### config.mk
export PLATFORM = sky130hd
export DESIGN_NAME = cloud_scroller
export DESIGN_NICKNAME = d
export VERILOG_FILES = /design/src/rtl/cloud_scroller.sv
export SDC_FILE = /design/constraint.sdc
export NUM_CORES = 1
export LEC_CHECK = 0
export CORE_ASPECT_RATIO = 0.8
export CORE_MARGIN = 2
export CORE_UTILIZATION = 51
export CTS_BUF_LIST = sky130_fd_sc_hd__clkbuf_4
export CTS_CLUSTER_DIAMETER = 120
export DETAILED_ROUTE_END_ITERATION = 12
export HOLD_SLACK_MARGIN = 0.08
export PLACE_DENSITY_LB_ADDON = 0.08
export SLEW_MARGIN = 20
export SYNTH_ARGS = -nofsm -noshare
export SYNTH_HDL_FRONTEND = slang
export SYNTH_SLANG_ARGS = --single-unit
export TNS_END_PERCENT = 30
### constraint.sdc
create_clock -name clk -period 4.9 [get_ports clk]
set_input_delay 0.98 -clock clk [delete_from_list [all_inputs] [get_ports clk]]
set_output_delay 0.98 -clock clk [all_outputs]
set_load 0.005 [all_outputs]
### src/rtl/cloud_scroller.sv
// cloud_scroller: cloud position/height state and per-pixel cloud output.
// Scrolls left on frame ticks, respawns at an LFSR-chosen height.
module cloud_scroller #(
  parameter int H_ACTIVE  = 640,
  parameter int V_ACTIVE  = 480,
  parameter int CLOUD_W   = 70,
  parameter int CLOUD_H   = 39,
  parameter int SPEED_DIV = 2,
  parameter int INIT_X    = 500,
  parameter int INIT_Y    = 60,
  parameter int Y_MIN     = 40,
  parameter logic [7:0] LFSR_SEED = 8'hA5
) (
  input  logic               clk,
  input  logic               reset,
  input  logic [10:0]        hc,
  input  logic [10:0]        vc,
  input  logic               game_run,
  input  logic [CLOUD_W-1:0] row_in,
  output logic [10:0]        cloud_y,
  output logic [10:0]        cloud_x,
  output logic               cloud_px
);

  localparam int DW = (SPEED_DIV > 1) ? $clog2(SPEED_DIV) : 1;

  localparam logic [11:0] W12  = 12'(CLOUD_W);
  localparam logic [11:0] H12  = 12'(CLOUD_H);
  localparam logic [11:0] HA12 = 12'(H_ACTIVE);
  localparam logic [11:0] VA12 = 12'(V_ACTIVE);

  localparam logic [10:0] X_INIT = 11'(INIT_X);
  localparam logic [10:0] Y_INIT = 11'(INIT_Y);
  localparam logic [10:0] X_RESP = 11'(H_ACTIVE + CLOUD_W);
  localparam logic [10:0] Y_BASE = 11'(Y_MIN);
  localparam logic [10:0] V_TICK = 11'(V_ACTIVE);
  localparam logic [DW-1:0] DIV_LAST = DW'(SPEED_DIV - 1);

  typedef enum logic [1:0] {
    HOLD    = 2'd0,
    RUN     = 2'd1,
    RESPAWN = 2'd2
  } state_t;

  state_t          state_q;
  logic [10:0]     x_q;
  logic [10:0]     y_q;
  logic [DW-1:0]   div_q;
  logic [7:0]      lfsr_q;
  logic [7:0]      lfsr_d;
  logic            px_q;
  logic            px_d;

  logic            frame_tick;
  logic            div_due;

  logic [11:0]     hc12;
  logic [11:0]     vc12;
  logic [11:0]     x12;
  logic [11:0]     y12;
  logic            in_x;
  logic            in_y;
  logic            on_scr;
  logic [11:0]     col;
  logic [11:0]     bit_idx;
  logic            row_bit;

  // First pixel of vertical blanking marks the frame boundary.
  assign frame_tick = (vc == V_TICK) && (hc == 11'd0);
  assign div_due    = (div_q == DIV_LAST);

  // Fibonacci LFSR, taps 8,6,5,4; never leaves the non-zero cycle.
  assign lfsr_d = {lfsr_q[6:0],
                   lfsr_q[7] ^ lfsr_q[5] ^ lfsr_q[4] ^ lfsr_q[3]};

  // Scroll FSM with registered position, height, divider and LFSR.
  always_ff @(posedge clk) begin
    if (reset) begin
      state_q <= HOLD;
      x_q     <= X_INIT;
      y_q     <= Y_INIT;
      div_q   <= '0;
      lfsr_q  <= LFSR_SEED;
    end else begin
      if (frame_tick) begin
        lfsr_q <= lfsr_d;
      end
      unique case (state_q)
        HOLD: begin
          if (frame_tick && game_run) begin
            state_q <= RUN;
          end
        end
        RUN: begin
          if (frame_tick) begin
            if (!game_run) begin
              state_q <= HOLD;
            end else if (div_due) begin
              div_q <= '0;
              if (x_q == 11'd0) begin
                state_q <= RESPAWN;
              end else begin
                x_q <= x_q - 11'd1;
              end
            end else begin
              div_q <= div_q + DW'(1);
            end
          end
        end
        RESPAWN: begin
          x_q     <= X_RESP;
          y_q     <= Y_BASE + {4'd0, lfsr_q[6:0]};
          state_q <= RUN;
        end
        default: begin
          state_q <= HOLD;
        end
      endcase
    end
  end

  assign hc12 = {1'b0, hc};
  assign vc12 = {1'b0, vc};
  assign x12  = {1'b0, x_q};
  assign y12  = {1'b0, y_q};

  assign in_x    = (hc12 < x12) && ((hc12 + W12) >= x12);
  assign in_y    = (vc12 >= y12) && (vc12 < (y12 + H12));
  assign on_scr  = (hc12 < HA12) && (vc12 < VA12);
  assign col     = hc12 + W12 - x12;
  assign bit_idx = (W12 - 12'd1) - col;

  // Bit select from the ROM row; bit CLOUD_W-1 is the leftmost pixel.
  always_comb begin
    row_bit = 1'b0;
    for (int i = 0; i < CLOUD_W; i++) begin
      if (bit_idx == 12'(i)) begin
        row_bit = row_in[i];
      end
    end
  end

  assign px_d = in_x && in_y && on_scr && row_bit;

  // Pixel output register, one clock behind hc/vc.
  always_ff @(posedge clk) begin
    if (reset) begin
      px_q <= 1'b0;
    end else begin
      px_q <= px_d;
    end
  end

  assign cloud_x  = x_q;
  assign cloud_y  = y_q;
  assign cloud_px = px_q;

endmodule
==> results of run 1 <==
-- worst reg2reg max path: cells and delay by family (launching register included) --
kind | cells | cell delay (ns)
xor gates and xnor gates | 1 | 0.54
buffers and inverters | 2 | 0.20
DFF | 1 | 0.41
and+or+nand+nor | 3 | 0.56
adders and majority gates | 3 | 1.01
AOI/OAI and AO/OA | 4 | 0.98
-- layout make-up --
type / count / area, sq um / share of cell area, %
Clock buffer: 5 / 37.54 / 0.6770
Clock inverter: 3 / 38.79 / 0.6996
Inverter: 50 / 187.7 / 3.385
Multi-Input combinational cell: 426 / 3271 / 58.99
Sequential cell: 31 / 620.6 / 11.19
Tap cell: 108 / 135.1 / 2.437
Timing Repair Buffer: 129 / 1254 / 22.61
-- state kept, by name, indices dropped and copies added, names as in the netlist --
register	flops
lfsr_q	8
state_q	2
cloud_y	8
div_due	1
cloud_x	11
cloud_px	1
-- routing by layer --
metal  track usage (%)  vias up
met1             39.84     2028
met3             3.994        4
met2             40.70      132
li1                  -     2166
met5                 0        -
met4             2.667        0
-- placed cells by master, fill, tap and decap left out, types with 3 or more instances in the layout --
| master | count |
|---|---|
| a2111oi_0 | 5 |
| a211o_1 | 10 |
| a211oi_1 | 7 |
| a21boi_0 | 3 |
| a21o_1 | 7 |
| a21oi_1 | 35 |
| a31oi_1 | 8 |
| buf_4 | 15 |
| clkbuf_4 | 5 |
| clkdlybuf4s50_1 | 114 |
| conb_1 | 3 |
| dfxtp_1 | 31 |
| ha_1 | 63 |
| inv_1 | 50 |
| mux2i_1 | 15 |
| mux4_2 | 6 |
| nand2_1 | 29 |
| nand2b_1 | 9 |
| nand3_1 | 11 |
| nand4_1 | 10 |
| nor2_1 | 39 |
| nor2b_1 | 10 |
| nor3_1 | 19 |
| nor4_1 | 6 |
| o2111ai_1 | 5 |
| o211ai_1 | 5 |
| o21ai_0 | 29 |
| o21bai_1 | 3 |
| o221ai_1 | 3 |
| o31ai_1 | 3 |
| or3_1 | 6 |
| or4_1 | 3 |
| xnor2_1 | 30 |
| xor2_1 | 7 |
-- power by group through the flow --
stage          registers [mW]  logic (mW)  clock network (mW)
2_1_floorplan           0.258       0.254                   0
3_3_place_gp            0.258       0.399                   0
3_5_place_dp            0.258       0.407                   0
4_1_cts                 0.252       0.410               0.197
5_1_grt                 0.252       0.456               0.209
6_report                0.252       0.413               0.196
-- kinds of logic after synthesis --
family	after synthesis	synth area share (%)
and+or+nand+nor	154	19.46
AOI/OAI and AO/OA	145	23.67
xor gates and xnor gates	37	7.731
buffers and inverters	75	7.403
adders and majority gates	65	19.76
other	1	0.08947
muxes	22	7.075
DFF	31	14.81
-- worst max path at each step --
stage                     startpoint  cells past startpoint  slack [ns]       end
after floorplan                hc[1]                     14        0.91  cloud_px
after global placement         hc[1]                     15        0.13  cloud_px
after detailed placement       hc[1]                     16        0.09  cloud_px
after CTS                      hc[1]                     16        0.39  cloud_px
after global routing           hc[1]                     16        0.09  cloud_px
final                          hc[1]                     15        0.39  cloud_px
==> results.tsv, run 1 <==
stage	metric	value	unit
logic_synthesis	syn_inst	530	
cells_and_area	area_growth	32.27	%
placed_design	gp_congestion	0.9200	
logic_synthesis	syn_area_per_cell	7.909	sq um
clock_tree	htreeDepth	2	
clock_tree	cts_setup_buffers	0	
cells_and_area	fin_nets	803	
logic_synthesis	yosysTopAreaCell	ha_1	
detailed_routing	first_pass_iters	5	
power	power_density	155.3	nW/um^2
detailed_routing	drtAntennaViolNets	0	
setup_path	cp.arrival	4.75	ns
min_path	whs_endpoint	cloud_y[1]	
detailed_routing	wire_per_inst	15.80	um
timing	setup_viol	0	
clock_tree	root_buffer	clkbuf_4	
floorplanning	die_width	105.4	um
logic_synthesis	synth_common_cells	63 x ha_1, 50 x inv_1, 39 x nor2_1	
clock_tree	clock_path_buffers	2	
power	p_leak	2.283	nW
placed_design	place_area	5468	sq um
power	p_seq_share	29.3	%
timing	period_share	92.11	%
detailed_routing	wl_met1	5964	um
grt	antenna_found_initial	0	
cells_and_area	diodes	0	
timing	slew_violations	0	
logic_synthesis	synth.most_common_cell	ha_1	
detailed_routing	vias	4330	
min_path	hold_depth	2	
setup_path	reg2reg_from	cloud_x[1]	
setup_path	critPathCaptureType	flop	
detailed_routing	met2WireLength	5092	um
setup_path	r2r_slack	1.10	ns
job	maxCapViolations	0	
grt	grt.overflow.total	0	
timing	whs	0.4915	ns
cells_and_area	design_area	5544	sq um
placed_design	place_hpwl	9891	um
floorplanning	die_h	85.09	um
power	p_comb_share	48.0	%
clock_tree	cts_tree	done	
timing	fin_setup_tns	0	ns
logic_synthesis	synthArstFlopShare	0	%
clock_tree	clkTransAtPathRegs	0.10	ns
floorplanning	start_util	52.75	%
logic_synthesis	synthFlopType	dfxtp_1	
clock_tree	cts_made_buffers	5	
cells_and_area	post_layout_nonfiller_instances	752	
placed_design	place_worst_setup_slack	0.08626	ns
cells_and_area	fillers	646	
floorplanning	coreArea	7946	sq um
clock_tree	clock_latency	0.33	ns
status	status	completed	
min_path	hold_class	reg -> reg	
setup_path	path_buf_inv	4	
grt	track_usage	26.33	%
detailed_routing	drc	0	
setup_path	slowest_stage	xor2_1	
setup_path	crit_path_frequent_cell	inv_1	
setup_path	critical-path-max-stage-delay	0.54	ns
power	finalPower	860.7	uW
power	p_int	558.5	uW
timing	rsz0062_at_grt	false	
cells_and_area	utilization	69.77	%
detailed_routing	routed.top_layer	met4	
timing	finalWorstSetupSlack	0.3866	ns
floorplanning	rows	29	
logic_synthesis	netlist_area	4192	sq um
logic_synthesis	synth-seq-cells	31	
logic_synthesis	synth_edf_count	0	
setup_path	crit_required	5.14	ns
logic_synthesis	yosysUniqueCellTypes	62	
timing	max_freq	221.6	MHz
grt	grt_pass1_vias	4064	
clock_tree	cts.sinks	31	
clock_tree	post_cts_resized	0	
floorplanning	ios	118	
cells_and_area	drive_above_1_share	5.901	%
power	power.switching	302.2	uW
placed_design	post-place-cells	744	
logic_synthesis	synthTopCellsByArea	ha_1 19%, dfxtp_1 15%, xnor2_1 6.3%	
detailed_routing	drt-total-wl	11880	um
detailed_routing	drtIter0Drc	272	
setup_path	crit_type	in -> reg	
grt	grt_pass1_wl	19440	um
detailed_routing	dr_wl_met3	796	um
setup_path	start_kind	primary input	
setup_path	cp_top_family	adder cells	
timing	min_period	4.513	ns
timing	tightest_slew	0.6943	ns
grt	grt_max_degree	30	
timing	hold_viol	0	
power	max-vdd-ir-drop	0.1858	mV
timing	slew_headroom	53.38	%
placed_design	io_buffer_count	114	
power	p_clk_share	22.7	%
min_path	min_from	lfsr_q[1]	
logic_synthesis	yosysTopAreaCellShare	18.81	%
setup_path	r2r_end	cloud_px	
power	switching_share	35.11	%
logic_synthesis	yosys_warnings	0	
setup_path	reg2reg_depth	13	
clock_tree	cts_hold_buf	0	
timing	fin_skew	0.01390	ns
setup_path	crit_path_max_fanout	7	
floorplanning	dieArea	8964	sq um
setup_path	path_cells	clkdlybuf4s50_1 -> inv_1 -> ha_1 -> inv_1 -> ha_1 -> inv_1 -> fa_1 -> xor2_1 -> or3_1 -> nand3_1 -> nor4_1 -> o211ai_1 -> a311oi_1 -> o22ai_1 -> a311oi_1	
logic_synthesis	yosysSeqAreaShare	14.81	%
detailed_routing	viasPerCell	5.758	
Power figures use the tool's default switching activity.
==> run 2: changes to the inputs <==
- CORE_UTILIZATION: 51 -> 40
- CTS_CLUSTER_SIZE: unset -> 8
==> run 2 against run 1 <==
Routed wire length is 2.0% higher. Sequential share of layout area is 0.11 points lower. Final cell count grew 4.5%. Critical path type unchanged. Critical endpoint unchanged. Highest routed layer unchanged.
==> results.tsv, run 2 (synthesis results as in run 1) <==
stage	metric	value	unit	change
status	status	completed		unchanged
cells_and_area	area_growth	33.58	%	was 32.27%
detailed_routing	vias	4264		was 4330
min_path	hold_class	reg -> reg		unchanged
detailed_routing	drc	0		unchanged
setup_path	crit_type	in -> reg		unchanged
clock_tree	cts_hold_buf	0		unchanged
cells_and_area	multi_input_area	3271	sq um	unchanged
min_path	min_from	lfsr_q[0]		was lfsr_q[1]
power	p_leak	2.292	nW	was 2.283 nW
timing	fin_setup_tns	0	ns	unchanged
setup_path	start_kind	primary input		unchanged
clock_tree	cts_tree	done		unchanged
floorplanning	dieArea	11320	sq um	was 8964 sq um
grt	grt_pass1_vias	3962		was 4064
detailed_routing	drtAntennaViolNets	0		unchanged
detailed_routing	drt-total-wl	12120	um	was 11880 um
cells_and_area	utilization	54.68	%	was 69.77%
clock_tree	clkTransAtPathRegs	0.11	ns	was 0.10 ns
min_path	whs_endpoint	cloud_y[0]		was cloud_y[1]
placed_design	place_hpwl	10060	um	was 9891 um
cells_and_area	final_cell_mix	114 x clkdlybuf4s50_1, 63 x ha_1, 50 x inv_1		unchanged
placed_design	gp_congestion	0.8852		was 0.9200
setup_path	r2r_end	cloud_px		unchanged
floorplanning	rows	33		was 29
cells_and_area	fin_nets	805		was 803
job	maxCapViolations	0		unchanged
timing	max_freq	222.5	MHz	was 221.6 MHz
setup_path	reg2reg_depth	13		unchanged
floorplanning	ios	118		unchanged
grt	track_usage	21.32	%	was 26.33%
setup_path	crit_path_max_fanout	8		was 7
grt	antenna_found_initial	0		unchanged
placed_design	io_buffer_count	114		unchanged
floorplanning	die_h	95.56	um	was 85.09 um
clock_tree	cts_made_buffers	5		unchanged
floorplanning	start_util	40.93	%	was 52.75%
cells_and_area	diodes	0		unchanged
clock_tree	clock_latency	0.34	ns	was 0.33 ns
setup_path	r2r_slack	1.14	ns	was 1.10 ns
timing	period_share	91.71	%	was 92.11%
detailed_routing	wire_per_inst	15.42	um	was 15.80 um
power	max-vdd-ir-drop	0.1031	mV	was 0.1858 mV
floorplanning	die_width	118.5	um	was 105.4 um
detailed_routing	first_pass_iters	4		was 5
cells_and_area	seq_area	620.6	sq um	unchanged
timing	slew_violations	0		unchanged
clock_tree	cts_setup_buffers	0		unchanged
timing	setup_viol	0		unchanged
detailed_routing	drtIter0Drc	249		was 272
clock_tree	post_cts_resized	0		unchanged
grt	grt_max_degree	30		unchanged
clock_tree	clock_path_buffers	2		unchanged
setup_path	critical_path.startpoint	hc[3]		was hc[1]
floorplanning	coreArea	10240	sq um	was 7946 sq um
clock_tree	htreeDepth	2		unchanged
setup_path	crit_required	5.16	ns	was 5.14 ns
detailed_routing	viasPerCell	5.425		was 5.758
setup_path	reg2reg_from	cloud_x[1]		unchanged
timing	tightest_slew	0.6915	ns	was 0.6943 ns
timing	slew_headroom	53.57	%	was 53.38%
grt	grt.overflow.total	0		unchanged
cells_and_area	drive_above_1_share	6.192	%	was 5.901%
timing	rsz0062_at_grt	false		unchanged
power	power_density	156.0	nW/um^2	was 155.3 nW/um^2
cells_and_area	fillers	1035		was 646
clock_tree	cts.sinks	31		unchanged
cells_and_area	largest_reg_flops	11		unchanged
grt	grt_pass1_wl	19660	um	was 19440 um
setup_path	cp.arrival	4.75	ns	about the same
setup_path	critPathCaptureType	flop		unchanged
cells_and_area	final_common_cell	clkdlybuf4s50_1		unchanged
min_path	hold_depth	2		unchanged
clock_tree	root_buffer	clkbuf_4		unchanged
timing	min_period	4.494	ns	was 4.513 ns
timing	hold_viol	0		unchanged
timing	fin_skew	0.01407	ns	was 0.01390 ns
## run 2: cell count changes in the layout (fill, tap and decap cells not counted)
cell	delta
buf_4	+2
## run 2: layout make-up
cell class | instances | area share [%]
repair buffers | 131 | 22.66
inverters | 50 | 3.352
flip-flops and latches | 31 | 11.08
clock buffers | 5 | 0.6704
well taps | 140 | 3.128
clock inverters | 3 | 0.6927
multi-input cells | 426 | 58.41
## run 2: per-layer routing
metal  vias up  GRT usage, %  routed length [um]
met5         -             0                   0
met4         0         3.274                 101
met3         9         2.990                 495
met2        96         31.36                4733
met1      1987         33.08                6791
li1       2172             -                   -
## run 2: worst max-delay path: stages
cell and delay, ns:
clkdlybuf4s50_1 0.70, o2111ai_1 0.22, nand2b_1 0.16, nand2_1 0.08, xnor2_1 0.23, ha_1 0.32
ha_1 0.35, o21ai_0 0.09, nor2_1 0.24, a21oi_1 0.14, o21ai_0 0.23, xnor2_1 0.14
o2111ai_1 0.13, or4_1 0.52, a311oi_1 0.24
## run 2: report_power, final
| group | internal, mW | switching, mW | leakage, nW |
|---|---|---|---|
| Combinational | 0.206 | 0.213 | 2.00 |
| Sequential | 0.252 | 0.000000180 | 0.250 |
| Clock | 0.105 | 0.0979 | 0.0426 |
| Total | 0.562 | 0.311 | 2.29 |
## run 2: worst max path at each step
stage               depth (start not counted)        to  slack, ns
CTS                                        15  cloud_px       0.45
floorplan                                  14  cloud_px       0.91
finish                                     15  cloud_px       0.41
detailed placement                         15  cloud_px       0.08
global placement                           15  cloud_px       0.18
global route                               16  cloud_px       0.15
## run 2: stage by stage
| step | area (sq um) | hold WS, ns | cells | setup WS (ns) | total power [mW] |
|---|---|---|---|---|---|
| after floorplan | 4199 | 0.4400 | 532 | 0.9141 | 0.5115 |
| after global placement | 5523 | 0.4626 | 778 | 0.1807 | 0.6660 |
| after detailed placement | 5523 | 0.4668 | 778 | 0.08034 | 0.6704 |
| after CTS | 5599 | 0.4781 | 786 | 0.4507 | 0.8739 |
| after global routing | 5599 | 0.5011 | 786 | 0.1517 | 0.9319 |
| final | 5599 | 0.4763 | 786 | 0.4060 | 0.8736 |
==> run 3: changes to the inputs <==
- ABC_CLOCK_PERIOD_IN_PS: unset -> 4900
- CORE_ASPECT_RATIO: 0.8 -> 1.2
- PLACE_DENSITY_LB_ADDON: 0.08 -> 0.25
==> run 3 against run 2 <==
Flip-flop and latch count unchanged. Clock power hardly changed. Clock-buffer cell count did not move. Setup slack gained 0.022 ns. Critical path type unchanged. Critical endpoint unchanged.
==> results.tsv, run 3 (synthesis results as in run 1) <==
stage	metric	value	unit	change
setup_path	crit_required	5.16	ns	about the same
detailed_routing	vias	4269		was 4264
timing	rsz0062_at_grt	false		unchanged
timing	period_share	91.26	%	was 91.71%
min_path	hold_depth	2		unchanged
setup_path	crit_path_max_fanout	4		was 8
detailed_routing	wire_per_inst	15.81	um	was 15.42 um
detailed_routing	first_pass_iters	5		was 4
power	p_seq_share	29.0	%	was 28.8%
floorplanning	rows	40		was 33
floorplanning	ios	118		unchanged
placed_design	gp_congestion	0.9389		was 0.8852
clock_tree	cts.sinks	31		unchanged
grt	grt_max_degree	30		unchanged
power	power.switching	305.1	uW	was 311.1 uW
timing	max_freq	223.6	MHz	was 222.5 MHz
status	status	completed		unchanged
detailed_routing	drc	0		unchanged
timing	min_period	4.472	ns	was 4.494 ns
grt	grt_pass1_wl	20180	um	was 19660 um
cells_and_area	seq_area	620.6	sq um	unchanged
grt	antenna_found_initial	0		unchanged
detailed_routing	drt-total-wl	12190	um	was 12120 um
grt	grt_pass1_vias	4368		was 3962
cells_and_area	fin_nets	804		was 805
grt	grt.overflow.total	0		unchanged
detailed_routing	drtAntennaViolNets	0		unchanged
clock_tree	post_cts_resized	0		unchanged
cells_and_area	largest_reg_flops	11		unchanged
setup_path	start_kind	primary input		unchanged
timing	slew_headroom	32.85	%	was 53.57%
timing	hold_viol	0		unchanged
min_path	hold_class	reg -> reg		unchanged
cells_and_area	diodes	0		unchanged
clock_tree	clock_path_buffers	2		unchanged
timing	setup_viol	0		unchanged
floorplanning	dieArea	11320	sq um	about the same
setup_path	reg2reg_depth	13		unchanged
clock_tree	clock_latency	0.34	ns	about the same
timing	tightest_slew	1.005	ns	was 0.6915 ns
clock_tree	root_buffer	clkbuf_4		unchanged
cells_and_area	fillers	966		was 1035
clock_tree	cts_hold_buf	0		unchanged
power	switching_share	35.11	%	was 35.62%
power	p_clk_share	23.6	%	was 23.2%
cells_and_area	final_common_cell	clkdlybuf4s50_1		unchanged
cells_and_area	final_cell_mix	114 x clkdlybuf4s50_1, 63 x ha_1, 50 x inv_1		unchanged
placed_design	io_buffer_count	114		unchanged
grt	track_usage	21.28	%	was 21.32%
timing	fin_skew	0.006509	ns	was 0.01407 ns
cells_and_area	drive_above_1_share	6.202	%	was 6.192%
timing	finalWorstSetupSlack	0.4280	ns	was 0.4060 ns
placed_design	place_worst_setup_slack	0.08755	ns	was 0.08034 ns
cells_and_area	area_growth	33.10	%	was 33.58%
power	power_density	155.8	nW/um^2	was 156.0 nW/um^2
power	p_leak	2.289	nW	was 2.292 nW
clock_tree	htreeDepth	2		unchanged
floorplanning	start_util	41.46	%	was 40.93%
job	maxCapViolations	0		unchanged
timing	slew_violations	0		unchanged
floorplanning	die_width	97.45	um	was 118.5 um
clock_tree	clkTransAtPathRegs	0.11	ns	about the same
detailed_routing	viasPerCell	5.537		was 5.425
setup_path	cp.arrival	4.73	ns	was 4.75 ns
power	max-vdd-ir-drop	0.1103	mV	was 0.1031 mV
clock_tree	cts_made_buffers	5		unchanged
cells_and_area	utilization	55.19	%	was 54.68%
detailed_routing	drtIter0Drc	171		was 249
power	p_comb_share	47.4	%	was 48.0%
cells_and_area	multi_input_area	3271	sq um	unchanged
setup_path	critPathCaptureType	flop		unchanged
floorplanning	coreArea	10110	sq um	was 10240 sq um
clock_tree	cts_tree	done		unchanged
floorplanning	die_h	116.1	um	was 95.56 um
timing	fin_setup_tns	0	ns	unchanged
power	p_int	564.0	uW	was 562.4 uW
clock_tree	cts_setup_buffers	0		unchanged
setup_path	crit_type	in -> reg		unchanged
placed_design	place_hpwl	10080	um	was 10060 um
[run 3: path summary, 6_finish.rpt]
kind | end | startpoint | slack (ns)
worst min register to register | cloud_y[0] | lfsr_q[0] | 0.50
worst max-delay path | cloud_px | hc[1] | 0.43
worst max register to register | cloud_px | cloud_x[1] | 1.07
worst min-delay path | cloud_y[0] | lfsr_q[0] | 0.50
[run 3: power groups by stage]
stage	Sequential, mW	Clock (mW)	Combinational, mW
4_1_cts	0.252	0.213	0.411
5_1_grt	0.252	0.219	0.458
2_1_floorplan	0.258	0	0.254
6_report	0.252	0.205	0.412
3_3_place_gp	0.258	0	0.403
3_5_place_dp	0.258	0	0.409
[run 3: layer usage]
metal,up-vias,global-route usage [%],share of wire (%)
met3,15,2.513,3.6
met4,0,4.722,1.2
met1,1984,26.42,44
met5,-,0,0
li1,2172,-,-
met2,98,39.77,51
[run 3: per-stage QoR]
step	power, mW	instance area (sq um)	hold WS, ns	cells
5_1_grt	0.9290	5579	0.5215	771
6_report	0.8690	5579	0.5045	771
2_1_floorplan	0.5115	4199	0.4400	532
3_3_place_gp	0.6607	5498	0.4755	763
3_5_place_dp	0.6663	5498	0.4722	763
4_1_cts	0.8754	5579	0.4963	771
[run 3: area by class of cell]
type | count | share of cell area [%]
Inverter | 50 | 3.364
Clock buffer | 5 | 0.6728
Tap cell | 126 | 2.826
Clock inverter | 3 | 0.7849
Sequential cell | 31 | 11.12
Timing Repair Buffer | 130 | 22.61
Multi-Input combinational cell | 426 | 58.62
[run 3: worst max-delay path: stages]
cell and delay, ns:
clkdlybuf4s50_1 0.48, inv_1 0.08, ha_1 0.28, inv_1 0.05, ha_1 0.27, inv_1 0.07, fa_1 0.49, a211oi_1 0.38
o21ai_1 0.21, a21oi_1 0.21, o21ai_0 0.12, xnor2_1 0.19, o2111ai_1 0.16, or4_1 0.52, a311oi_1 0.23
